--- src/rtl/adder_tree_accum_if.sv ---
// Handshake bundle between the adder tree producer, the batch accumulator and
// the downstream consumer of batch totals.
interface adder_tree_accum_if #(
    parameter int ADDER_WIDTH = 96,
    parameter int FRAMES      = 16
);
    localparam int IN_WIDTH  = ADDER_WIDTH + 1;
    localparam int CNT_WIDTH = $clog2(FRAMES);
    localparam int ACC_WIDTH = IN_WIDTH + CNT_WIDTH;

    logic                 in_valid;
    logic [IN_WIDTH-1:0]  in_sum;
    logic                 clear;
    logic                 out_ready;
    logic                 out_valid;
    logic [ACC_WIDTH-1:0] out_total;
    logic                 busy;
    logic                 overrun;

    // The master is the environment that feeds sums and drains totals.
    modport master (
        output in_valid, in_sum, clear, out_ready,
        input  out_valid, out_total, busy, overrun
    );

    modport slave (
        input  in_valid, in_sum, clear, out_ready,
        output out_valid, out_total, busy, overrun
    );
endinterface

--- src/rtl/adder_tree_accum.sv ---
// Accumulates FRAMES consecutive adder-tree sums into one batch total and
// presents it on a single-entry valid/ready slot with a sticky overrun flag.
module adder_tree_accum #(
    parameter int ADDER_WIDTH = 96,
    parameter int FRAMES      = 16
) (
    input logic               clk,
    input logic               rst,
    adder_tree_accum_if.slave acc_if
);
    localparam int IN_WIDTH  = ADDER_WIDTH + 1;
    localparam int CNT_WIDTH = $clog2(FRAMES);
    localparam int ACC_WIDTH = IN_WIDTH + CNT_WIDTH;
    localparam logic [CNT_WIDTH-1:0] LAST_CNT = CNT_WIDTH'(FRAMES - 1);

    typedef enum logic {
        ACC_IDLE,
        ACC_RUN
    } accState_t;

    typedef enum logic {
        SLOT_EMPTY,
        SLOT_FULL
    } slotState_t;

    accState_t            accState_q, accState_d;
    slotState_t           slotState_q, slotState_d;
    logic [ACC_WIDTH-1:0] acc_q, acc_d;
    logic [CNT_WIDTH-1:0] cnt_q, cnt_d;
    logic [ACC_WIDTH-1:0] total_q, total_d;
    logic                 overrun_q, overrun_d;

    logic [ACC_WIDTH-1:0] batchSum;
    logic                 accept;
    logic                 lastSample;
    logic                 slotFree;
    logic                 load;

    assign batchSum   = acc_q + ACC_WIDTH'(acc_if.in_sum);
    assign accept     = acc_if.in_valid && !acc_if.clear;
    assign lastSample = (cnt_q == LAST_CNT);
    // A drain in the same cycle frees the slot, so the new total can take its place.
    assign slotFree   = (slotState_q == SLOT_EMPTY) || acc_if.out_ready;
    assign load       = accept && lastSample && slotFree;

    always_comb begin
        acc_d       = acc_q;
        cnt_d       = cnt_q;
        total_d     = total_q;
        overrun_d   = overrun_q;
        slotState_d = slotState_q;

        if (acc_if.clear) begin
            acc_d     = '0;
            cnt_d     = '0;
            overrun_d = 1'b0;
        end else if (accept) begin
            if (lastSample) begin
                acc_d = '0;
                cnt_d = '0;
                if (!slotFree) begin
                    overrun_d = 1'b1;
                end
            end else begin
                acc_d = batchSum;
                cnt_d = cnt_q + 1'b1;
            end
        end

        if (load) begin
            total_d     = batchSum;
            slotState_d = SLOT_FULL;
        end else if (acc_if.out_ready) begin
            slotState_d = SLOT_EMPTY;
        end

        accState_d = (cnt_d == '0) ? ACC_IDLE : ACC_RUN;
    end

    always_ff @(posedge clk or posedge rst) begin
        if (rst) begin
            accState_q  <= ACC_IDLE;
            slotState_q <= SLOT_EMPTY;
            acc_q       <= '0;
            cnt_q       <= '0;
            total_q     <= '0;
            overrun_q   <= 1'b0;
        end else begin
            accState_q  <= accState_d;
            slotState_q <= slotState_d;
            acc_q       <= acc_d;
            cnt_q       <= cnt_d;
            total_q     <= total_d;
            overrun_q   <= overrun_d;
        end
    end

    assign acc_if.out_valid = (slotState_q == SLOT_FULL);
    assign acc_if.out_total = total_q;
    assign acc_if.busy      = (accState_q == ACC_RUN);
    assign acc_if.overrun   = overrun_q;
endmodule

--- src/flat_wrapper.sv ---
// flat-port wrapper written by rule: the top's interface ports become plain ports
module adder_tree_accum_flat 
#(
    parameter int ADDER_WIDTH = 96,
    parameter int FRAMES      = 16
)
  (clk, rst, acc_if_in_valid, acc_if_in_sum, acc_if_clear, acc_if_out_ready, acc_if_out_valid, acc_if_out_total, acc_if_busy, acc_if_overrun);
  adder_tree_accum_if #(.ADDER_WIDTH(ADDER_WIDTH), .FRAMES(FRAMES)) acc_if_i ();
  input logic clk;
  input logic rst;
  input wire logic [$bits(acc_if_i.in_valid)-1:0] acc_if_in_valid;
  input wire logic [$bits(acc_if_i.in_sum)-1:0] acc_if_in_sum;
  input wire logic [$bits(acc_if_i.clear)-1:0] acc_if_clear;
  input wire logic [$bits(acc_if_i.out_ready)-1:0] acc_if_out_ready;
  output wire logic [$bits(acc_if_i.out_valid)-1:0] acc_if_out_valid;
  output wire logic [$bits(acc_if_i.out_total)-1:0] acc_if_out_total;
  output wire logic [$bits(acc_if_i.busy)-1:0] acc_if_busy;
  output wire logic [$bits(acc_if_i.overrun)-1:0] acc_if_overrun;
  assign acc_if_i.in_valid = acc_if_in_valid;
  assign acc_if_i.in_sum = acc_if_in_sum;
  assign acc_if_i.clear = acc_if_clear;
  assign acc_if_i.out_ready = acc_if_out_ready;
  assign acc_if_out_valid = acc_if_i.out_valid;
  assign acc_if_out_total = acc_if_i.out_total;
  assign acc_if_busy = acc_if_i.busy;
  assign acc_if_overrun = acc_if_i.overrun;
  adder_tree_accum #(.ADDER_WIDTH(ADDER_WIDTH), .FRAMES(FRAMES)) u_core (.clk(clk), .rst(rst), .acc_if(acc_if_i));
endmodule
--- config.mk ---
export PLATFORM = sky130hd
export DESIGN_NAME = adder_tree_accum_flat
export DESIGN_NICKNAME = d
export VERILOG_FILES = /design/src/rtl/adder_tree_accum_if.sv /design/src/rtl/adder_tree_accum.sv /design/src/flat_wrapper.sv
export SDC_FILE = /design/constraint.sdc
export NUM_CORES = 1
export LEC_CHECK = 0
export ABC_CLOCK_PERIOD_IN_PS = 8400
export BUFFER_PORTS_ARGS = -buffer_cell sky130_fd_sc_hd__buf_2
export CORE_MARGIN = 1
export CORE_UTILIZATION = 35
export CTS_BUF_LIST = sky130_fd_sc_hd__clkbuf_8
export DETAILED_ROUTE_END_ITERATION = 8
export HOLD_SLACK_MARGIN = 0.03
export PLACE_DENSITY = 0.63
export SYNTH_ARGS = -nofsm -noshare
export SYNTH_HDL_FRONTEND = slang
export SYNTH_SLANG_ARGS = --single-unit
--- constraint.sdc ---
create_clock -name clk -period 8.4 [get_ports clk]
set_input_delay 1.26 -clock clk [delete_from_list [all_inputs] [get_ports clk]]
set_output_delay 1.26 -clock clk [all_outputs]
set_load 0.03 [all_outputs]
==> out/metrics.yaml <==
grt:
  antenna_found_initial: 1
  grt_usage_pct: 21.00
  grt_pass1_wl_um: 66000
  grt_pass1_vias: 12220
  gr-total-overflow: 0
  grt_start_max_net_pins: 146
sta:
  setup_viol: 0
  fin_worst_skew_ns: 0.02594
  finalMaxSlewViolations: 0
  min_period_over_period_pct: 57.89
  hold_viol_final: 0
  setup-tns-final_ns: 0
  rsz0062_at_grt: "no"
  fmax_mhz: 205.7
  relSlewSlack_pct: 22.51
  worst_pin_slew_ns: 1.162
  period_needed_ns: 4.863
synth:
  synth.avg_cell_area_um2: 8.632
  synthesis.area_um2: 13700
  syn-num-nets: 1788
  synth_enable_flop_cells: 0
  yosysWarnings: 0
  synth_cell_type_count: 68
  ys.flop_type: "dfrtp_1"
  ys_ff_latch: 209
  async_flop_share_pct: 100.0
  synthCells: 1587
  synth-seq-area-share_pct: 38.18
setup_path:
  required_ns: 8.86
  crit_path_end_kind: "flip-flop"
  crit_top_cell: "a21oi_1"
  crit_chain: "buf_2, ha_1, inv_1, fa_1, nand2b_1, a21oi_1, o311ai_0, a2111oi_1, buf_4, o211ai_1, a31oi_1, a21oi_1, o31ai_1, a21oi_1, xnor2_1, mux2_2"
  critical_path_buf_inv_count: 3
  worst_path_max_delay_cell: "o31ai_1"
  path_class: "in2reg"
  path_delay_family: "compound AO/OA/AOI/OAI gates"
  slowest_delay_ns: 0.57
  critPathMaxFanout: 4
  crit_arrival_ns: 5.32
  worstSetupStartpointType: "primary input"
power_and_ir_drop:
  swShare_pct: 37.53
  max-vdd-ir-drop_v: 0.00009923
  leakage_uw: 0.008356
  total_power_uw: 3429
  power_frac_seq_pct: 33.5
  power_frac_clock_pct: 30.4
  combPwrFrac_pct: 36.1
  intPower_uw: 2142
  switchingPower_uw: 1287
  pwr_density_cell_nw_per_um2: 215.5
routing:
  first_pass_iters: 5
  ant_nets: 0
  vias: 12420
  route.detailed.drc: 0
  wl_per_cell_um: 18.20
  via_per_inst: 5.426
  drtIter0Drc: 785
  postRouteWirelength_um: 41650
layout:
  syn2layout_area_growth_pct: 16.17
  design_area_um2: 15910
  nets: 1942
  fill_cells: 3925
  final_cells: 2289
  layout-drive-gt1-share_pct: 17.12
clock_tree:
  cts-root-buf: "clkbuf_8"
  cts_setup_buffers: 0
  h-tree-depth: 2
  insertion_delay_ns: 0.59
  clkSlewWorstSetupHoldPaths_ns: 0.06
  holdBufCountCts: 0
  clock_path_buffers: 3
  cts_num_sinks: 209
  cts_tree: "yes"
  numCtsBuffers: 39
  ctsResizeCount: 0
run:
  max-cap-violations: 0
floorplan:
  die_h_um: 199.8
  dieArea_um2: 39940
  core_area_um2: 38650
  num_rows: 72
  die_x_um: 199.8
  io_pins: 206
  start_util_pct: 35.45
placement:
  io_buffers: 205
  place_congestion: 0.9165
  place_hpwl_um: 30580
  placed_area_um2: 15090
  dpl.cell_count: 2218
worst_hold_path:
  hold_class: "reg2reg"
outcome:
  status: "complete, no violations"
-- cells in the mapped netlist, types with 3 or more instances --
cell type	number	area, µm²
o21ai_0	70	350.3
o22ai_1	3	18.77
a221o_1	3	30.03
a211o_1	5	43.79
dfrtp_1	209	5230
nor2b_1	8	50.05
o211ai_1	9	67.56
mux2_2	21	236.5
clkbuf_1	91	341.6
nor3_1	20	100.1
a41oi_1	3	26.28
xnor2_1	54	473.0
inv_1	39	146.4
o21bai_1	25	187.7
buf_1	6	22.52
and3_1	6	37.54
nand4_1	45	281.5
a21oi_1	139	695.7
a221oi_1	4	35.03
o21a_1	8	60.06
nor4_1	3	18.77
a21o_1	59	442.9
xor2_1	42	367.9
o21ai_1	9	45.04
nand2b_1	11	68.82
nor2_1	84	315.3
o31ai_1	9	67.56
a31oi_1	14	87.58
a21boi_0	5	37.54
nand3_1	17	85.08
or3_1	10	62.56
a22o_1	89	779.5
nand2_1	321	1205
a211oi_1	3	22.52
mux2i_1	3	30.03
ha_1	98	1226
or4_1	3	22.52
-- per-stage QoR --
step	hold WS (ns)	utilization, %	setup slack [ns]
after floorplan	0.4526	-	1.431
after global placement	0.4490	39.06	3.173
after detailed placement	0.4576	39.06	3.042
after CTS	0.4717	41.17	3.636
after global routing	0.4871	41.18	3.309
final	0.4687	41.18	3.537
-- flip-flops by register name, summed over array words and instances (netlist names) --
register / flops
u_core.cnt_q: 4
u_core.acc_q: 101
u_core.acc_if.out_valid: 1
u_core.acc_if.busy: 1
u_core.acc_if.out_total: 101
u_core.acc_if.overrun: 1
-- cell usage in the layout (no fill, tap or decap), types with 14 or more instances in the layout --
cell type,count
nor3_1,20
buf_2,205
a22o_1,89
ha_1,98
xnor2_1,54
inv_1,51
a21o_1,59
clkbuf_8,52
mux2_2,21
a21oi_1,139
dfrtp_1,209
nand4_1,45
o21bai_1,25
nand3_1,16
a31oi_1,14
o21ai_0,70
xor2_1,42
nand2_1,321
nor2_1,82
-- worst paths after layout --
check,from,to,slack (ns),cells past startpoint
min reg2reg,u_core.acc_if.out_total[36],u_core.acc_if.out_total[36],0.47,2
max reg2reg,u_core.acc_q[0],u_core.acc_if.out_total[94],4.00,15
max in group asynchronous,rst,u_core.acc_if.out_total[66],5.97,3
max,acc_if_in_sum[0],u_core.acc_if.out_total[94],3.54,16
min in group asynchronous,rst,u_core.acc_if.out_total[19],0.92,2
min,u_core.acc_if.out_total[36],u_core.acc_if.out_total[36],0.47,2
-- layout make-up --
type / count / area (µm²) / share of cell area, %
clock inverter: 18 / 101.3 / 0.6368
inverter: 39 / 153.9 / 0.9671
sequential: 209 / 5230 / 32.86
timing repair buffer: 212 / 1079 / 6.777
clock buffer: 52 / 715.7 / 4.497
antenna: 1 / 2.502 / 0.01572
tap: 518 / 648.1 / 4.073
multi-input combinational: 1240 / 7984 / 50.17
-- worst register-to-register path, stage by stage (launching register included) --
cell and delay [ns]:
dfrtp_1 0.35, ha_1 0.22, inv_1 0.08, fa_1 0.41
nand2b_1 0.18, a21oi_1 0.24, o311ai_0 0.29, a2111oi_1 0.43
buf_4 0.22, o211ai_1 0.20, a31oi_1 0.31, a21oi_1 0.18
o31ai_1 0.57, a21oi_1 0.17, xnor2_1 0.17, mux2_2 0.27
-- layer usage --
layer / vias up / part of all wire (%) / global-route usage, %
met5: - / 0 / 0
met4: 0 / 2.9 / 7.945
met3: 76 / 4.8 / 3.797
met2: 336 / 45 / 32.45
met1: 6025 / 48 / 29.16
li1: 5984 / - / -
-- logic make-up (layout without fill, tap and decap cells) --
logic type      count (synthesis)  in the layout  share of synthesized area (%)
simple gates                  538            538                          16.97
compound gates                483            483                          23.87
flops                         209            209                          38.18
buf+inv                       138            321                          3.799
fa+ha+maj                      99             99                          9.097
xor+xnor                       96             96                          6.138
mux                            24             24                          1.945
other cells                     0              1                              0
-- power by group through the flow --
stage	logic (µW)	registers (µW)	clock network, µW
2_1_floorplan	928	1150	0
3_3_place_gp	1220	1160	0
3_5_place_dp	1220	1160	0
4_1_cts	1230	1150	1080
5_1_grt	1370	1160	1120
6_report	1240	1150	1040
(Power assumes the default switching activity.)
